$ cat src/rtl/debug_mem_arb.sv
// Round-robin arbiter that shares one valid/ready memory port between the debug
// module's abstract-command path (A) and its system-bus path (S), with a response timeout.
module debug_mem_arb #(
  parameter int unsigned AW      = 32,
  parameter int unsigned DW      = 32,
  parameter int unsigned TIMEOUT = 256
) (
  input  logic            CLK,
  input  logic            RST,
  input  logic            A_REQ,
  input  logic            A_WR,
  input  logic [AW-1:0]   A_AD,
  input  logic [DW/8-1:0] A_ST,
  input  logic [DW-1:0]   A_WD,
  output logic            A_ACK,
  output logic            A_ERR,
  output logic [DW-1:0]   A_RD,
  input  logic            S_REQ,
  input  logic            S_WR,
  input  logic [AW-1:0]   S_AD,
  input  logic [DW/8-1:0] S_ST,
  input  logic [DW-1:0]   S_WD,
  output logic            S_ACK,
  output logic            S_ERR,
  output logic [DW-1:0]   S_RD,
  output logic            M_VALID,
  input  logic            M_READY,
  output logic            M_WR,
  output logic [AW-1:0]   M_AD,
  output logic [DW/8-1:0] M_ST,
  output logic [DW-1:0]   M_WD,
  input  logic            M_RVALID,
  input  logic [DW-1:0]   M_RDATA
);

  localparam int unsigned SW = DW / 8;
  localparam int unsigned CW = $clog2(TIMEOUT) + 1;
  localparam logic [CW-1:0] CNT_LAST = CW'(TIMEOUT - 1);

  typedef enum logic [1:0] {
    IDLE,
    ADDR,
    RESP,
    DONE
  } state_t;

  state_t          state_q;
  logic            ptr_q;     // 0: A has priority, 1: S has priority
  logic            win_q;     // 0: A owns the transaction, 1: S
  logic            wr_q;
  logic [CW-1:0]   cnt_q;
  logic            m_valid_q;
  logic            m_wr_q;
  logic [AW-1:0]   m_ad_q;
  logic [SW-1:0]   m_st_q;
  logic [DW-1:0]   m_wd_q;
  logic            a_ack_q;
  logic            a_err_q;
  logic [DW-1:0]   a_rd_q;
  logic            s_ack_q;
  logic            s_err_q;
  logic [DW-1:0]   s_rd_q;

  logic            grant_s_d;
  logic            fin_d;
  logic            fin_err_d;
  logic [DW-1:0]   fin_rd_d;

  always_comb begin
    grant_s_d = S_REQ;
    if (A_REQ && S_REQ) begin
      grant_s_d = ptr_q;
    end
  end

  // A timeout wins over an address handshake in the same cycle; a response does not.
  always_comb begin
    fin_err_d = 1'b0;
    fin_d     = 1'b0;
    if (state_q == ADDR) begin
      fin_err_d = (cnt_q == CNT_LAST);
      fin_d     = fin_err_d;
    end else if (state_q == RESP) begin
      fin_err_d = !M_RVALID && (cnt_q == CNT_LAST);
      fin_d     = M_RVALID || fin_err_d;
    end
    fin_rd_d = (fin_err_d || wr_q) ? '0 : M_RDATA;
  end

  always_ff @(posedge CLK or posedge RST) begin
    if (RST) begin
      state_q   <= IDLE;
      ptr_q     <= 1'b0;
      win_q     <= 1'b0;
      wr_q      <= 1'b0;
      cnt_q     <= '0;
      m_valid_q <= 1'b0;
      m_wr_q    <= 1'b0;
      m_ad_q    <= '0;
      m_st_q    <= '0;
      m_wd_q    <= '0;
      a_ack_q   <= 1'b0;
      a_err_q   <= 1'b0;
      a_rd_q    <= '0;
      s_ack_q   <= 1'b0;
      s_err_q   <= 1'b0;
      s_rd_q    <= '0;
    end else begin
      a_ack_q <= 1'b0;
      a_err_q <= 1'b0;
      a_rd_q  <= '0;
      s_ack_q <= 1'b0;
      s_err_q <= 1'b0;
      s_rd_q  <= '0;

      case (state_q)
        IDLE: begin
          if (A_REQ || S_REQ) begin
            win_q     <= grant_s_d;
            ptr_q     <= ~grant_s_d;
            wr_q      <= grant_s_d ? S_WR : A_WR;
            cnt_q     <= '0;
            m_valid_q <= 1'b1;
            m_wr_q    <= grant_s_d ? S_WR : A_WR;
            m_ad_q    <= grant_s_d ? S_AD : A_AD;
            m_st_q    <= grant_s_d ? S_ST : A_ST;
            m_wd_q    <= grant_s_d ? S_WD : A_WD;
            state_q   <= ADDR;
          end
        end
        ADDR, RESP: begin
          cnt_q <= cnt_q + CW'(1);
          if (fin_d || (state_q == ADDR && M_READY)) begin
            m_valid_q <= 1'b0;
            m_wr_q    <= 1'b0;
            m_ad_q    <= '0;
            m_st_q    <= '0;
            m_wd_q    <= '0;
          end
          if (fin_d) begin
            state_q <= DONE;
            if (win_q) begin
              s_ack_q <= 1'b1;
              s_err_q <= fin_err_d;
              s_rd_q  <= fin_rd_d;
            end else begin
              a_ack_q <= 1'b1;
              a_err_q <= fin_err_d;
              a_rd_q  <= fin_rd_d;
            end
          end else if (state_q == ADDR && M_READY) begin
            state_q <= RESP;
          end
        end
        DONE: begin
          state_q <= IDLE;
        end
        default: begin
          state_q <= IDLE;
        end
      endcase
    end
  end

  assign M_VALID = m_valid_q;
  assign M_WR    = m_wr_q;
  assign M_AD    = m_ad_q;
  assign M_ST    = m_st_q;
  assign M_WD    = m_wd_q;
  assign A_ACK   = a_ack_q;
  assign A_ERR   = a_err_q;
  assign A_RD    = a_rd_q;
  assign S_ACK   = s_ack_q;
  assign S_ERR   = s_err_q;
  assign S_RD    = s_rd_q;

endmodule

$ cat config.mk
export PLATFORM = sky130hd
export DESIGN_NAME = debug_mem_arb
export DESIGN_NICKNAME = d
export VERILOG_FILES = /design/src/rtl/debug_mem_arb.sv
export SDC_FILE = /design/constraint.sdc
export NUM_CORES = 1
export LEC_CHECK = 0
export ABC_AREA = 1
export BUFFER_PORTS_ARGS = -buffer_cell sky130_fd_sc_hd__buf_4
export CAP_MARGIN = 25
export CORE_AREA = 2 2 124 126
export CTS_CLUSTER_DIAMETER = 80
export DETAILED_ROUTE_END_ITERATION = 12
export DIE_AREA = 0 0 126 128
export HOLD_SLACK_MARGIN = 0.03
export PLACE_DENSITY = 0.83
export SLEW_MARGIN = 40
export SYNTH_ARGS = -nofsm -noshare
export SYNTH_HDL_FRONTEND = slang
export SYNTH_SLANG_ARGS = --single-unit
$ cat constraint.sdc
create_clock -name CLK -period 8.85 [get_ports CLK]
set_input_delay 0.885 -clock CLK [delete_from_list [all_inputs] [get_ports CLK]]
set_output_delay 0.885 -clock CLK [all_outputs]
set_load 0.005 [all_outputs]
Word level (Yosys, flattened, before mapping)
Index checks and enable logic that the tools add are counted.

Bitwise gates (word level): 1. Mux-type cells: 47. Reduce and logical (&&, ||, !) cells: 15. Equal/unequal tests: 7. $add $sub $neg: 1.

Operators with widths (number): $mux 32 (12); $pmux 32 s2 (2); $mux 1 (21); $pmux 9 s2 (1); $mux 4 (3); $add 9x1->9 const B (1); $eq 9x8->1 const B (1); $mux 9 (1); $pmux 4 s2 (1); $mux 2 (3); $pmux 2 s3 (1); $reduce_and 2->1 (3); $eq 2x2->1 const B (2); $logic_or 1x1->1 (4); $ne 2x2->1 const B (2); $pmux 1 s2 (2); $logic_and 1x1->1 (3); $ne 3x3->1 const B (1); $reduce_and 3->1 (1); $eq 2x1->1 const B (1); $logic_not 2->1 (1); $reduce_bool 2->1 (1); $reduce_or 2->1 (1); $logic_not 1->1 (1); $not 1->1 (1).

Output and inout port bits: 138. Logic and storage cells: 87. Input bits: 176. Flip-flop bits (word level): 152.

Depth between registers and ports, before layout
Word-level depth: 9. Depth in mapped cells: 14. Depth with buffers taken out: 13.

Worst setup path after synthesis
No wires, ideal clock.

Kind: reg2reg. Start: register cnt_q[1]. End: register m_wr_q (netlist: M_WR). Stages on the path, launching flop included: 15. Period minus slack after synthesis: 1835 ps. Slack: 7015 ps. Library setup time: 127 ps. Arrival: 1708 ps. Path buffers: 1. Required time: 8723 ps. Cell sequence: dfrtp_1 ha_1 nand3_1 nor2_1 nand2_1 nor2_1 ha_1 inv_1 nand2_1 nand2_1 nand2_1 nand2_2 buf_4 nand2_1 o21ai_0.

Word-level cells in the longest chain between the ends: 8.

RTL lines: start, declared (line 51) `logic [CW-1:0] cnt_q;`; start signal, assigned (line 132) `cnt_q <= cnt_q + CW'(1);`; $eq 9x8->1 (*) (line 81, 84); $logic_and 1x1->1 (line 84) `fin_err_d = !M_RVALID && (cnt_q == CNT_LAST);`; $logic_or 1x1->1 (line 85) `fin_d = M_RVALID || fin_err_d;`; $mux 1 (line 83) `end else if (state_q == RESP) begin`; $mux 1 (*) (line 80) `if (state_q == ADDR) begin`; $logic_or 1x1->1 (*) (line 133) `if (fin_d || (state_q == ADDR && M_READY)) begin`; $ne 2x2->1 (no line) (*); $reduce_and 3->1 (no line) (*); end signal, assigned (line 124) `m_wr_q <= grant_s_d ? S_WR : A_WR;`; end, declared (line 53) `logic m_wr_q;`.

Mark *: on every way between the ends. The rest lies on a longest branch, timed or not. A chain may end at the register's enable or synchronous reset.

Worst setup path after layout
Start: register state_q[1]. End: register m_wd_q[26] (netlist: M_WD[26]).

Word-level cells in the longest chain between the ends: 6.

RTL lines: start, declared (line 47) `state_t state_q;`; start signal, assigned (line 92) `state_q <= IDLE;`; start signal, assigned (line 128) `state_q <= ADDR;`; start signal, assigned (line 141) `state_q <= DONE;`; $eq 2x2->1 (line 83, 116); $mux 1 (line 83); $mux 1 (line 80); $logic_or 1x1->1 (line 133); $ne 2x2->1 (no line); $reduce_and 3->1 (no line); end signal, assigned (line 127) `m_wd_q <= grant_s_d ? S_WD : A_WD;`; end, declared (line 56) `logic [DW-1:0] m_wd_q;`.

Several ways; a longest one is shown, not always the timed one.

==> impl_metrics.yaml <==
sta:
  rsz0062_at_grt: "false"
  fin_setup_tns_ns: 0
  setup_viol: 0
  slew_viol_final: 0
  fin_crit_ns: 2.753
  hold_violations: 0
  finClkSkew_ns: 0.007464
  post-route-period-util_pct: 31.10
  slew_headroom_pct: 48.24
  worst_pin_slew_ns: 0.7764
  fmax_ghz: 0.3633
placed_design:
  io_buffers: 313
  gp_congestion: 0.8789
  place_hpwl_um: 13290
yosys:
  synth.net_count: 900
  syn_inst: 718
  synth_compound_area_share_pct: 10.30
  ys_ff_latch: 152
  yosys.area_share.adder_pct: 1.172
  yosys_warnings: 0
  synthSimpleGateAreaFrac_pct: 21.67
  synth_area_mm2: 0.006404
  yosysSeqAreaShare_pct: 59.40
  muxShareOfSynthArea_pct: 0
  synth_cell_types: 24
  synth_top_family_by_area: "simple AND/OR/NAND/NOR gates"
  avgSynthCellArea_um2: 8.919
  yosys.area_share.xor_xnor_pct: 0.1368
global_routing:
  grt_max_degree: 82
  grt_pass1_vias: 5742
  grt.total_usage_pct: 23.15
  grt-ovfl-total: 0
  grt_pass1_wl_um: 29280
  antenna_found_initial: 0
routing:
  drc: 0
  vias: 6036
  wirelength_um: 18760
  drt.antenna.violating_nets: 0
  avgRoutedWirePerCell_um: 15.43
  avgViaCountPerCell: 4.964
  drtPass1Iterations: 5
  first_iter_violations: 420
clocking:
  cts-resized-gates: 0
  cts_htree_levels: 4
  cts_tree: "done"
  clk_latency_ns: 0.42
  cts-root-buf: "clkbuf_16"
  numCtsBuffers: 17
  clock_path_buffers: 2
  clkSinkCount: 152
  clkTransAtPathRegs_ns: 0.06
  hold_buffers: 0
  cts_setup_buffers: 0
critical_path:
  cp.required_ns: 9.14
  path_max_fanout: 45
  worstSetupPathType: "reg2reg"
  cp-start-kind: "flip-flop"
  arrival_ns: 3.05
  crit_path_end_kind: "flip-flop"
finish:
  n_antenna_cell: 0
  final_nets: 1197
  syn_to_final_growth_pct: 46.48
  drive_gt1_share_pct: 35.12
floorplanning:
  die_y_um: 128
  rows: 45
  fp.dieArea_mm2: 0.01613
  fp.dieW_um: 126
  initial_core_util_pct: 43.08
  core_mm2: 0.01486
  ios: 314
power:
  sequentialPowerShare_pct: 35.7
  power_frac_clock_pct: 26.0
  switching_share_pct: 37.52
  vdd_drop_max_mv: 0.1804
  power.switching_uw: 1013
  power_density_mw_per_mm2: 287.9
  p_total_uw: 2701
  p_comb_share_pct: 38.3
  p_int_uw: 1687
  power.leakage_uw: 0.005193
min_path:
  worstHoldPathType: "reg2reg"
run_status:
  status: "finished, final reports clean"
job:
  max_cap_violations: 0
-- layer usage --
metal,part of all wire [%],track usage [%],vias to the layer above
met2,49,38.43,264
li1,-,-,2879
met3,6.6,5.760,47
met4,3.3,10.54,0
met1,41,28.74,2846
met5,0,0,-
-- layout make-up --
class	instances	area [µm²]
repair buffers	320	2406
inverters	59	226.5
flip-flops and latches	152	3804
clock inverters	14	138.9
multi-input cells	465	2131
fillers	1237	5484
well taps	188	235.2
clock buffers	18	439.2
-- critical path, cell delays in order, from the launching register on --
cell and delay, ns:
dfrtp_1 0.38, inv_1 0.09, ha_1 0.56, inv_1 0.13, or2_1 0.24, nand2_2 0.20
nand2_2 0.37, buf_4 0.42, nand2_1 0.11, o21ai_0 0.10
-- registers in the layout, summed over array words and instances (netlist names) --
name     count
A_ACK        1
A_ERR        1
A_RD        32
M_AD        32
M_ST         4
M_VALID      1
M_WD        32
M_WR         1
S_ACK        1
S_ERR        1
S_RD        32
cnt_q        9
ptr_q        1
state_q      2
win_q        1
wr_q         1
-- power groups by stage --
stage | Combinational (µW) | Sequential [µW] | Clock, µW
6_report | 1040 | 964 | 702
5_1_grt | 1160 | 984 | 744
4_1_cts | 1050 | 965 | 714
3_5_place_dp | 1050 | 972 | 0
3_3_place_gp | 1010 | 969 | 0
2_1_floorplan | 633 | 971 | 0
-- per-stage QoR --
step	instance area (µm²)	hold slack, ns	worst slack [ns]	instances	utilization [%]
2_1_floorplan	6404	0.4530	3.872	718	-
3_3_place_gp	8798	0.4602	6.149	1184	59.19
3_5_place_dp	8802	0.4674	6.033	1184	59.22
4_1_cts	9380	0.4848	6.069	1216	63.11
5_1_grt	9380	0.5052	5.783	1216	63.11
6_report	9380	0.4819	6.097	1216	63.11
-- cell families after synthesis --
logic type / count (synthesis)
AOI/OAI and AO/OA: 110
xor gates and xnor gates: 1
adders and majority gates: 6
buffers and inverters: 101
DFF: 152
and+or+nand+nor: 348
-- cells in the mapped netlist, drive strengths merged --
cell / n / area share, %
or2: 1 / 0.098
inv: 59 / 3.5
nand4: 4 / 0.39
o211ai: 33 / 3.9
nand2: 191 / 11
dfrtp: 152 / 59
clkbuf: 6 / 0.37
xor2: 1 / 0.14
ha: 6 / 1.2
a21oi: 4 / 0.31
o21ai: 71 / 5.9
buf: 36 / 3.5
nor2: 107 / 6.4
o21a: 1 / 0.12
nand3: 45 / 3.5
o22ai: 1 / 0.098
-- worst paths after layout --
path / cells past startpoint / slack (ns) / from / to
setup reg to reg: 9 / 6.10 / state_q[1]$_DFFE_PP0P_ / M_WD[26]$_DFFE_PP0P_
hold / removal: 2 / 0.48 / M_AD[13]$_DFFE_PP0P_ / M_AD[13]$_DFFE_PP0P_
setup / recovery: 9 / 6.10 / state_q[1]$_DFFE_PP0P_ / M_WD[26]$_DFFE_PP0P_
max in group asynchronous: 3 / 7.12 / RST / cnt_q[1]$_DFFE_PP0P_
min in group asynchronous: 2 / 0.54 / RST / S_RD[25]$_DFF_PP0_
hold reg to reg: 2 / 0.48 / M_AD[13]$_DFFE_PP0P_ / M_AD[13]$_DFFE_PP0P_
-- cells in the final DEF (no fill, tap or decap), drive strengths merged --
| master | count |
|---|---|
| dfrtp | 152 |
| bufinv | 1 |
| clkinv | 5 |
| o21a | 1 |
| nand4 | 4 |
| a21oi | 4 |
| xor2 | 1 |
| o211ai | 33 |
| nand2 | 191 |
| inv | 64 |
| nor2 | 107 |
| nand3 | 45 |
| o21ai | 71 |
| or2 | 1 |
| ha | 6 |
| buf | 320 |
| clkbuf | 18 |
| clkinvlp | 3 |
| o22ai | 1 |
Power figures use the tool's default switching activity.
